[src/rtl/ps2_host_tx.sv]
// rtl/ps2_host_tx.sv - PS/2 host-to-device byte transmitter
//
// Sends one command byte to a PS/2 device using the host-to-device
// request sequence. First it inhibits the clock. Then it requests to send
// by holding clock and data low. Then it releases the clock and shifts
// the data LSB first on each device falling clock edge. Last it checks
// the device ACK and waits until both lines are idle again.
//
// Ports:
//   CLOCK_50    system clock, rising edge only
//   reset_n     synchronous active-low reset
//   tx_data     byte to send
//   tx_valid    tx_data valid (sampled only in IDLE)
//   tx_ready    block can accept a byte
//   ps2_clk_in  raw PS2_CLK pad level
//   ps2_dat_in  raw PS2_DAT pad level
//   ps2_clk_oe  1 = pull PS2_CLK low
//   ps2_dat_oe  1 = pull PS2_DAT low
//   tx_done     one-cycle pulse, byte sent and acknowledged
//   tx_error    one-cycle pulse, missing ACK or watchdog timeout
//   busy        high whenever not IDLE

module ps2_host_tx #(
    parameter int INHIBIT_CYCLES = 5000,
    parameter int REQ_CYCLES     = 50,
    parameter int TIMEOUT_CYCLES = 1000000
) (
    input  logic       CLOCK_50,
    input  logic       reset_n,
    input  logic [7:0] tx_data,
    input  logic       tx_valid,
    output logic       tx_ready,
    input  logic       ps2_clk_in,
    input  logic       ps2_dat_in,
    output logic       ps2_clk_oe,
    output logic       ps2_dat_oe,
    output logic       tx_done,
    output logic       tx_error,
    output logic       busy
);

    // Counters only ever reach PARAM-1, so $clog2(PARAM) bits suffice.
    localparam int INH_W = (INHIBIT_CYCLES > 1) ? $clog2(INHIBIT_CYCLES) : 1;
    localparam int REQ_W = (REQ_CYCLES > 1) ? $clog2(REQ_CYCLES) : 1;
    localparam int WD_W  = (TIMEOUT_CYCLES > 1) ? $clog2(TIMEOUT_CYCLES) : 1;

    localparam logic [INH_W-1:0] INH_LAST = INH_W'(INHIBIT_CYCLES - 1);
    localparam logic [REQ_W-1:0] REQ_LAST = REQ_W'(REQ_CYCLES - 1);
    localparam logic [WD_W-1:0]  WD_LAST  = WD_W'(TIMEOUT_CYCLES - 1);

    typedef enum logic [2:0] {
        S_IDLE,
        S_INHIBIT,
        S_REQ,
        S_SHIFT,
        S_ACK,
        S_WAIT_IDLE
    } state_t;

    state_t             state_q, state_d;
    logic [1:0]         clk_sync_q;
    logic [1:0]         dat_sync_q;
    logic               clk_prev_q;
    logic [7:0]         data_q, data_d;
    logic               parity_q, parity_d;
    logic [3:0]         bit_cnt_q, bit_cnt_d;
    logic [INH_W-1:0]   inh_cnt_q, inh_cnt_d;
    logic [REQ_W-1:0]   req_cnt_q, req_cnt_d;
    logic [WD_W-1:0]    wd_cnt_q, wd_cnt_d;
    logic               dat_drive_q, dat_drive_d;
    logic               done_q, done_d;
    logic               error_q, error_d;
    logic               ready_en_q;

    logic               clk_s;
    logic               dat_s;
    logic               clk_fall;
    logic               wd_expired;

    assign clk_s      = clk_sync_q[1];
    assign dat_s      = dat_sync_q[1];
    assign clk_fall   = clk_prev_q & ~clk_s;
    assign wd_expired = (wd_cnt_q == WD_LAST);

    // ready_en_q holds tx_ready low through reset and releases it one cycle
    // after reset_n is first sampled high.
    assign tx_ready   = (state_q == S_IDLE) & ready_en_q;
    assign busy       = (state_q != S_IDLE);
    assign ps2_clk_oe = (state_q == S_INHIBIT) | (state_q == S_REQ);
    // The start bit is driven in REQ and then carried into SHIFT by
    // dat_drive_q until the first device falling edge.
    assign ps2_dat_oe = (state_q == S_REQ) | ((state_q == S_SHIFT) & dat_drive_q);
    assign tx_done    = done_q;
    assign tx_error   = error_q;

    always_ff @(posedge CLOCK_50) begin
        if (!reset_n) begin
            state_q     <= S_IDLE;
            clk_sync_q  <= 2'b11;
            dat_sync_q  <= 2'b11;
            clk_prev_q  <= 1'b1;
            data_q      <= '0;
            parity_q    <= 1'b0;
            bit_cnt_q   <= '0;
            inh_cnt_q   <= '0;
            req_cnt_q   <= '0;
            wd_cnt_q    <= '0;
            dat_drive_q <= 1'b0;
            done_q      <= 1'b0;
            error_q     <= 1'b0;
            ready_en_q  <= 1'b0;
        end else begin
            state_q     <= state_d;
            clk_sync_q  <= {clk_sync_q[0], ps2_clk_in};
            dat_sync_q  <= {dat_sync_q[0], ps2_dat_in};
            clk_prev_q  <= clk_s;
            data_q      <= data_d;
            parity_q    <= parity_d;
            bit_cnt_q   <= bit_cnt_d;
            inh_cnt_q   <= inh_cnt_d;
            req_cnt_q   <= req_cnt_d;
            wd_cnt_q    <= wd_cnt_d;
            dat_drive_q <= dat_drive_d;
            done_q      <= done_d;
            error_q     <= error_d;
            ready_en_q  <= 1'b1;
        end
    end

    always_comb begin
        state_d     = state_q;
        data_d      = data_q;
        parity_d    = parity_q;
        bit_cnt_d   = bit_cnt_q;
        inh_cnt_d   = inh_cnt_q;
        req_cnt_d   = req_cnt_q;
        wd_cnt_d    = wd_cnt_q;
        dat_drive_d = dat_drive_q;
        done_d      = 1'b0;
        error_d     = 1'b0;

        unique case (state_q)
            S_IDLE: begin
                if (tx_valid && tx_ready) begin
                    data_d      = tx_data;
                    parity_d    = ~^tx_data;
                    inh_cnt_d   = '0;
                    req_cnt_d   = '0;
                    bit_cnt_d   = '0;
                    wd_cnt_d    = '0;
                    dat_drive_d = 1'b0;
                    state_d     = S_INHIBIT;
                end
            end

            S_INHIBIT: begin
                if (inh_cnt_q == INH_LAST) begin
                    inh_cnt_d = '0;
                    req_cnt_d = '0;
                    state_d   = S_REQ;
                end else begin
                    inh_cnt_d = inh_cnt_q + 1'b1;
                end
            end

            S_REQ: begin
                if (req_cnt_q == REQ_LAST) begin
                    req_cnt_d   = '0;
                    bit_cnt_d   = '0;
                    wd_cnt_d    = '0;
                    dat_drive_d = 1'b1;
                    state_d     = S_SHIFT;
                end else begin
                    req_cnt_d = req_cnt_q + 1'b1;
                end
            end

            S_SHIFT: begin
                if (wd_expired) begin
                    error_d     = 1'b1;
                    dat_drive_d = 1'b0;
                    wd_cnt_d    = '0;
                    state_d     = S_IDLE;
                end else begin
                    wd_cnt_d = wd_cnt_q + 1'b1;
                    if (clk_fall) begin
                        // bit_cnt_q counts edges already seen: 0..7 data,
                        // 8 parity, 9 stop (line released).
                        if (bit_cnt_q < 4'd8) begin
                            dat_drive_d = ~data_q[bit_cnt_q[2:0]];
                        end else if (bit_cnt_q == 4'd8) begin
                            dat_drive_d = ~parity_q;
                        end else begin
                            dat_drive_d = 1'b0;
                            state_d     = S_ACK;
                        end
                        bit_cnt_d = bit_cnt_q + 1'b1;
                    end
                end
            end

            S_ACK: begin
                if (wd_expired) begin
                    error_d  = 1'b1;
                    wd_cnt_d = '0;
                    state_d  = S_IDLE;
                end else begin
                    wd_cnt_d = wd_cnt_q + 1'b1;
                    if (clk_fall) begin
                        if (!dat_s) begin
                            state_d = S_WAIT_IDLE;
                        end else begin
                            error_d  = 1'b1;
                            wd_cnt_d = '0;
                            state_d  = S_IDLE;
                        end
                    end
                end
            end

            S_WAIT_IDLE: begin
                if (wd_expired) begin
                    error_d  = 1'b1;
                    wd_cnt_d = '0;
                    state_d  = S_IDLE;
                end else if (clk_s && dat_s) begin
                    done_d   = 1'b1;
                    wd_cnt_d = '0;
                    state_d  = S_IDLE;
                end else begin
                    wd_cnt_d = wd_cnt_q + 1'b1;
                end
            end

            default: begin
                state_d = S_IDLE;
            end
        endcase
    end

endmodule

[config.mk]
export PLATFORM = sky130hd
export DESIGN_NAME = ps2_host_tx
export DESIGN_NICKNAME = d
export VERILOG_FILES = /design/src/rtl/ps2_host_tx.sv
export SDC_FILE = /design/constraint.sdc
export NUM_CORES = 1
export LEC_CHECK = 0
export ABC_CLOCK_PERIOD_IN_PS = 2500
export CELL_PAD_IN_SITES_DETAIL_PLACEMENT = 0
export CELL_PAD_IN_SITES_GLOBAL_PLACEMENT = 2
export CORE_MARGIN = 8
export CORE_UTILIZATION = 37
export CTS_BUF_LIST = sky130_fd_sc_hd__clkbuf_16
export CTS_CLUSTER_DIAMETER = 80
export DETAILED_ROUTE_END_ITERATION = 6
export PLACE_DENSITY = 0.84
export SLEW_MARGIN = 20
export SYNTH_ARGS = -nofsm -noshare
export SYNTH_HDL_FRONTEND = slang
export SYNTH_SLANG_ARGS = --single-unit
export TNS_END_PERCENT = 30
[constraint.sdc]
create_clock -name CLOCK_50 -period 2.5 [get_ports CLOCK_50]
set_input_delay 0.25 -clock CLOCK_50 [delete_from_list [all_inputs] [get_ports CLOCK_50]]
set_output_delay 0.25 -clock CLOCK_50 [all_outputs]
set_load 0.02 [all_outputs]
# == Word level (Yosys, flattened, before mapping) ==
# Cells that the tools add are included.
# word_totals
wordCells,117
register_bits,64
# classes
eq_ne,19
add_sub_neg,4
n_lt_le_gt_ge,2
muxes,50
n_reduce_logical,18
n_bitwise,10
# op_table
cell,count
20-bit 2-to-1 mux,8
20-bit case mux with 5 select lines,1
3-bit 2-to-1 mux,12
13-bit 2-to-1 mux,2
13-bit case mux with 2 select lines,1
20-bit by 1-bit adder with 20-bit output (second input constant),1
20-bit == test (second input constant),1
6-bit 2-to-1 mux,3
3-bit case mux with 6 select lines,1
6-bit case mux with 3 select lines,1
4-bit 2-to-1 mux,4
3-bit != test (second input constant),5
13-bit by 1-bit adder with 13-bit output (second input constant),1
13-bit == test (second input constant),1
1-bit 2-to-1 mux,13
4-bit case mux with 3 select lines,1
3-bit nonzero test,3
8-bit AND reduction,1
8-bit XNOR reduction,1
6-bit by 1-bit adder with 6-bit output (second input constant),1
3-bit by 2-bit == test with 1-bit output (second input constant),2
3-bit == test (second input constant),2
6-bit == test (second input constant),1
2-bit by 1-bit != test with 1-bit output (second input constant),3
22 further kinds,33

# == Logic depth before layout (Yosys ltp) ==
# depth
depth_word,7
ltp_mapped,9

# == Worst setup path before layout ==
# OpenSTA, ideal clock, no wires.
# synth_timing
path_kind,register to register
start,reg wd_cnt_q[6]
end,reg wd_cnt_q[10]
t_arrival_ps,1844
slack_ps,523
stages_incl_launch_ff,7
n_path_buf,2
path_cell_list,dfxtp_1 > or4b_1 > or4_1 > buf_2 > a21oi_4 > buf_6 > nor3_1
# synth_via
elab_chain_len,5
elab_cells_between_ends,9
cone_classes,add/sub: 1; eq/ne: 1; mux: 7
# synth_lines
item,line,text
from (decl),69,"logic [WD_W-1:0] wd_cnt_q, wd_cnt_d;"
from (signal assigned),122,wd_cnt_q <= wd_cnt_d;
20-bit by 1-bit adder with 20-bit output,"185, 208, 231",
20-bit 2-to-1 mux,210,if (!dat_s) begin
20-bit 2-to-1 mux,209,if (clk_fall) begin
20-bit 2-to-1 mux,203,if (wd_expired) begin
20-bit case mux with 5 select lines *,142,unique case (state_q)
# Every way passes the cells marked *; elsewhere a longest branch is shown, timed or not.
# A chain may end at the register's enable or synchronous reset.

# == Final worst setup path ==
# layout_timing
start,reg wd_cnt_q[14]
end,reg wd_cnt_q[6]
# layout_via
elab_chain_len,3
elab_cells_between_ends,5
cone_classes,eq/ne: 1; mux: 4
# layout_lines
item,line,text
20-bit == test *,83,assign wd_expired = (wd_cnt_q == WD_LAST);
20-bit 2-to-1 mux (on tied branches),"222, 179, 203",
20-bit case mux with 5 select lines *,142,
# Marks and branches as above.

==> results.sh <==
export IMPL_start_kind="register"
export IMPL_cts_buffer_depth=2
export IMPL_finalClockSkew_ns=0.00712
export IMPL_dieArea_um2=12600
export IMPL_critical_path_buf_inv_count=1
export IMPL_ys_dominant_reg_cell="dfxtp_1"
export IMPL_num_antenna_cells=0
export IMPL_cts_resized=0
export IMPL_antenna_found_initial=0
export IMPL_slowest_delay_ns=0.67
export IMPL_yosysSeqAreaShare=0.372
export IMPL_grt_pass1_wl_mm=13.5
export IMPL_power_leakage_nw=1.49
export IMPL_drtAntennaViolNets=0
export IMPL_syn_cell_area_um2=3440
export IMPL_async_flop_share=0
export IMPL_post_route_drc_count=0
export IMPL_synth_area_leaders="dfxtp_1 (37%), nor2_1 (4.3%), nor3_1 (4.2%)"
export IMPL_critical_path_class="reg2reg"
export IMPL_drtIter0Drc=210
export IMPL_crit_chain="or4b_1 -> or4_1 -> a21oi_4 -> buf_12 -> nor3_1"
export IMPL_setup_viol=0
export IMPL_postRouteWirelength_mm=8.17
export IMPL_grt_max_degree=35
export IMPL_cp_depth=5
export IMPL_yosysTopAreaCell="dfxtp_1"
export IMPL_grt_pass1_vias=2757
export IMPL_powerDensity_nw_per_um2=826
export IMPL_power_total_w=0.00335
export IMPL_dr_pass1_iters=4
export IMPL_wl_per_cell_um=15.1
export IMPL_yosys_register_bits=64
export IMPL_std_cell_rows=35
export IMPL_port_buffer_count=18
export IMPL_drive_above_1_share=0.107
export IMPL_io_pins=19
export IMPL_ys_warn_count=0
export IMPL_tightest_slew_ns=0.661
export IMPL_yosysTopAreaCellShare=0.372
export IMPL_htreeDepth=3
export IMPL_rsz0062_at_grt="no"
export IMPL_clk_latency_ns=0.32
export IMPL_cp_required_ns=2.70
export IMPL_dp_hpwl_mm=5.82
export IMPL_finalHoldViolations=0
export IMPL_drv_slew=0
export IMPL_synth_distinct_cells=65
export IMPL_viasPerCell=5.49
export IMPL_syn_avg_cell_area_um2=8.66
export IMPL_core_area_um2=9110
export IMPL_peakVddDrop_uv=363
export IMPL_n_fill_cell=918
export IMPL_gp_congestion=0.819
export IMPL_crit_family="simple AND/OR/NAND/NOR gates"
export IMPL_min_path_type="reg2reg"
export IMPL_cp_max_fo=14
export IMPL_cts_root_buffer="clkbuf_16"
export IMPL_cts_sinks=64
export IMPL_fmaxAchievable_mhz=441
export IMPL_cpMaxStageDelayCell="or4_1"
export IMPL_cap_violations=0
export IMPL_min_period_ns=2.27
export IMPL_status="complete, no violations"
export IMPL_vias=2963
export IMPL_die_y_um=112
export IMPL_cts_buffers=9
export IMPL_cp_arrival_ns=2.47
export IMPL_initial_core_util=0.378
export IMPL_synth_nets=416
export IMPL_die_x_um=112
export IMPL_post_cts_buffers=0
export IMPL_cp_end_kind="register"
export IMPL_postSynthCellCount=397
export IMPL_hold_path_depth=1
export IMPL_grt_usage=0.132
export IMPL_fin_crit_sh=0.907
export IMPL_setup_tns_ns=0
export IMPL_cts_hold_buf=0
export IMPL_cts_tree="yes"
export IMPL_grt_overflow=0
export IMPL_finalNetCount=443
export IMPL_reg2reg_depth=5
export IMPL_area_growth_pct=17.8
export IMPL_synth_edf_count=0
export IMPL_relSlewSlack=0.555
export IMPL_clk_transition_reported_paths_ns=0.06
cells in the mapped netlist, drive strengths merged (3+ instances only):
library cell / n
a211oi: 3
a21oi: 21
a22oi: 3
a311oi: 3
and2: 4
and3: 7
and3b: 3
and4: 6
buf: 4
clkbuf: 12
dfxtp: 64
ha: 6
inv: 8
mux2i: 12
nand2: 24
nand2b: 12
nand3: 18
nand3b: 5
nand4: 14
nor2: 39
nor2b: 5
nor3: 30
nor4: 3
o211ai: 6
o21ai: 18
or3: 8
or4b: 3
xnor2: 14
xor2: 14
path summary, 6_finish.rpt:
check	start	end	slack, ns
max	wd_cnt_q[14]	wd_cnt_q[6]	0.23
min	dat_sync_q[0]	dat_sync_q[1]	0.41
max reg2reg	wd_cnt_q[14]	wd_cnt_q[6]	0.23
min reg2reg	dat_sync_q[0]	dat_sync_q[1]	0.41
report_power, final:
group | total, W | switching, W | internal (W)
Combinational | 0.000985 | 0.000571 | 0.000414
Clock | 0.00119 | 0.000438 | 0.000755
Sequential | 0.00117 | 0.0000818 | 0.00109
flip-flops by register name (all words and copies together), names as in the netlist, 2 cells and up:
register    count
bit_cnt_q       4
data_q          8
state_q         3
dat_sync_q      2
req_cnt_q       6
clk_sync_q      2
inh_cnt_q      13
wd_cnt_q       20
layout make-up:
class                           count  area, um2  area share
Clock buffer                        9        225      0.0556
Clock inverter                      7       56.3      0.0139
Inverter                            8       30.0     0.00741
Multi-Input combinational cell    309       2010       0.496
Sequential cell                    64       1280       0.316
Tap cell                          111        139      0.0343
Timing Repair Buffer               32        310      0.0766
metal layers:
metal,vias to the layer above,global-route usage,share of wire
met5,-,0,0
met4,0,0.0567,0.013
met3,7,0.0290,0.030
met2,39,0.206,0.45
met1,1407,0.172,0.51
li1,1510,-,-
layout by cell type (no fill, tap or decap), types with 3 or more instances in the layout:
master | netlist | routed
dfxtp_1 | 64 | 64
ha_1 | 6 | 6
nand2b_1 | 12 | 12
xor2_1 | 14 | 14
inv_1 | 8 | 11
and3b_1 | 3 | 3
buf_4 | 0 | 12
clkinv_2 | 0 | 3
a21oi_1 | 20 | 20
o211ai_1 | 5 | 5
clkdlybuf4s50_1 | 0 | 18
nor3_1 | 29 | 29
a211oi_1 | 3 | 3
nand3b_1 | 5 | 5
a22oi_1 | 3 | 3
or3_1 | 6 | 6
nor2b_1 | 5 | 5
clkbuf_16 | 0 | 9
a311oi_1 | 3 | 3
and3_1 | 5 | 5
nor4_1 | 3 | 3
nor2_1 | 39 | 39
and2_1 | 3 | 3
and4_1 | 5 | 5
o21ai_0 | 16 | 16
nand4_1 | 14 | 14
mux2i_1 | 12 | 12
nand2_1 | 24 | 24
nand3_1 | 18 | 18
xnor2_1 | 14 | 14
through the flow:
| stage | cell area, um2 | instances | setup slack, ns | utilization | hold WS (ns) |
|---|---|---|---|---|---|
| 2_1_floorplan | 3440 | 397 | 0.523 | - | 0.278 |
| 3_3_place_gp | 3770 | 524 | 0.271 | 0.414 | 0.401 |
| 3_5_place_dp | 3770 | 524 | 0.252 | 0.414 | 0.398 |
| 4_1_cts | 4050 | 540 | 0.229 | 0.445 | 0.411 |
| 5_1_grt | 4050 | 540 | 0.102 | 0.445 | 0.436 |
| 6_report | 4050 | 540 | 0.232 | 0.445 | 0.409 |
logic make-up (layout without fill, tap and decap cells):
kind of cell / Yosys count / count (layout) / share of synthesized area
AND/OR/NAND/NOR: 193 / 193 / 0.311
AO/OA/AOI/OAI: 68 / 68 / 0.132
flip-flops: 64 / 64 / 0.372
XOR/XNOR: 28 / 28 / 0.0713
buffers and inverters: 24 / 56 / 0.0429
multiplexers: 14 / 14 / 0.0480
adder cells (fa/ha/maj): 6 / 6 / 0.0218
(Power assumes the default switching activity.)
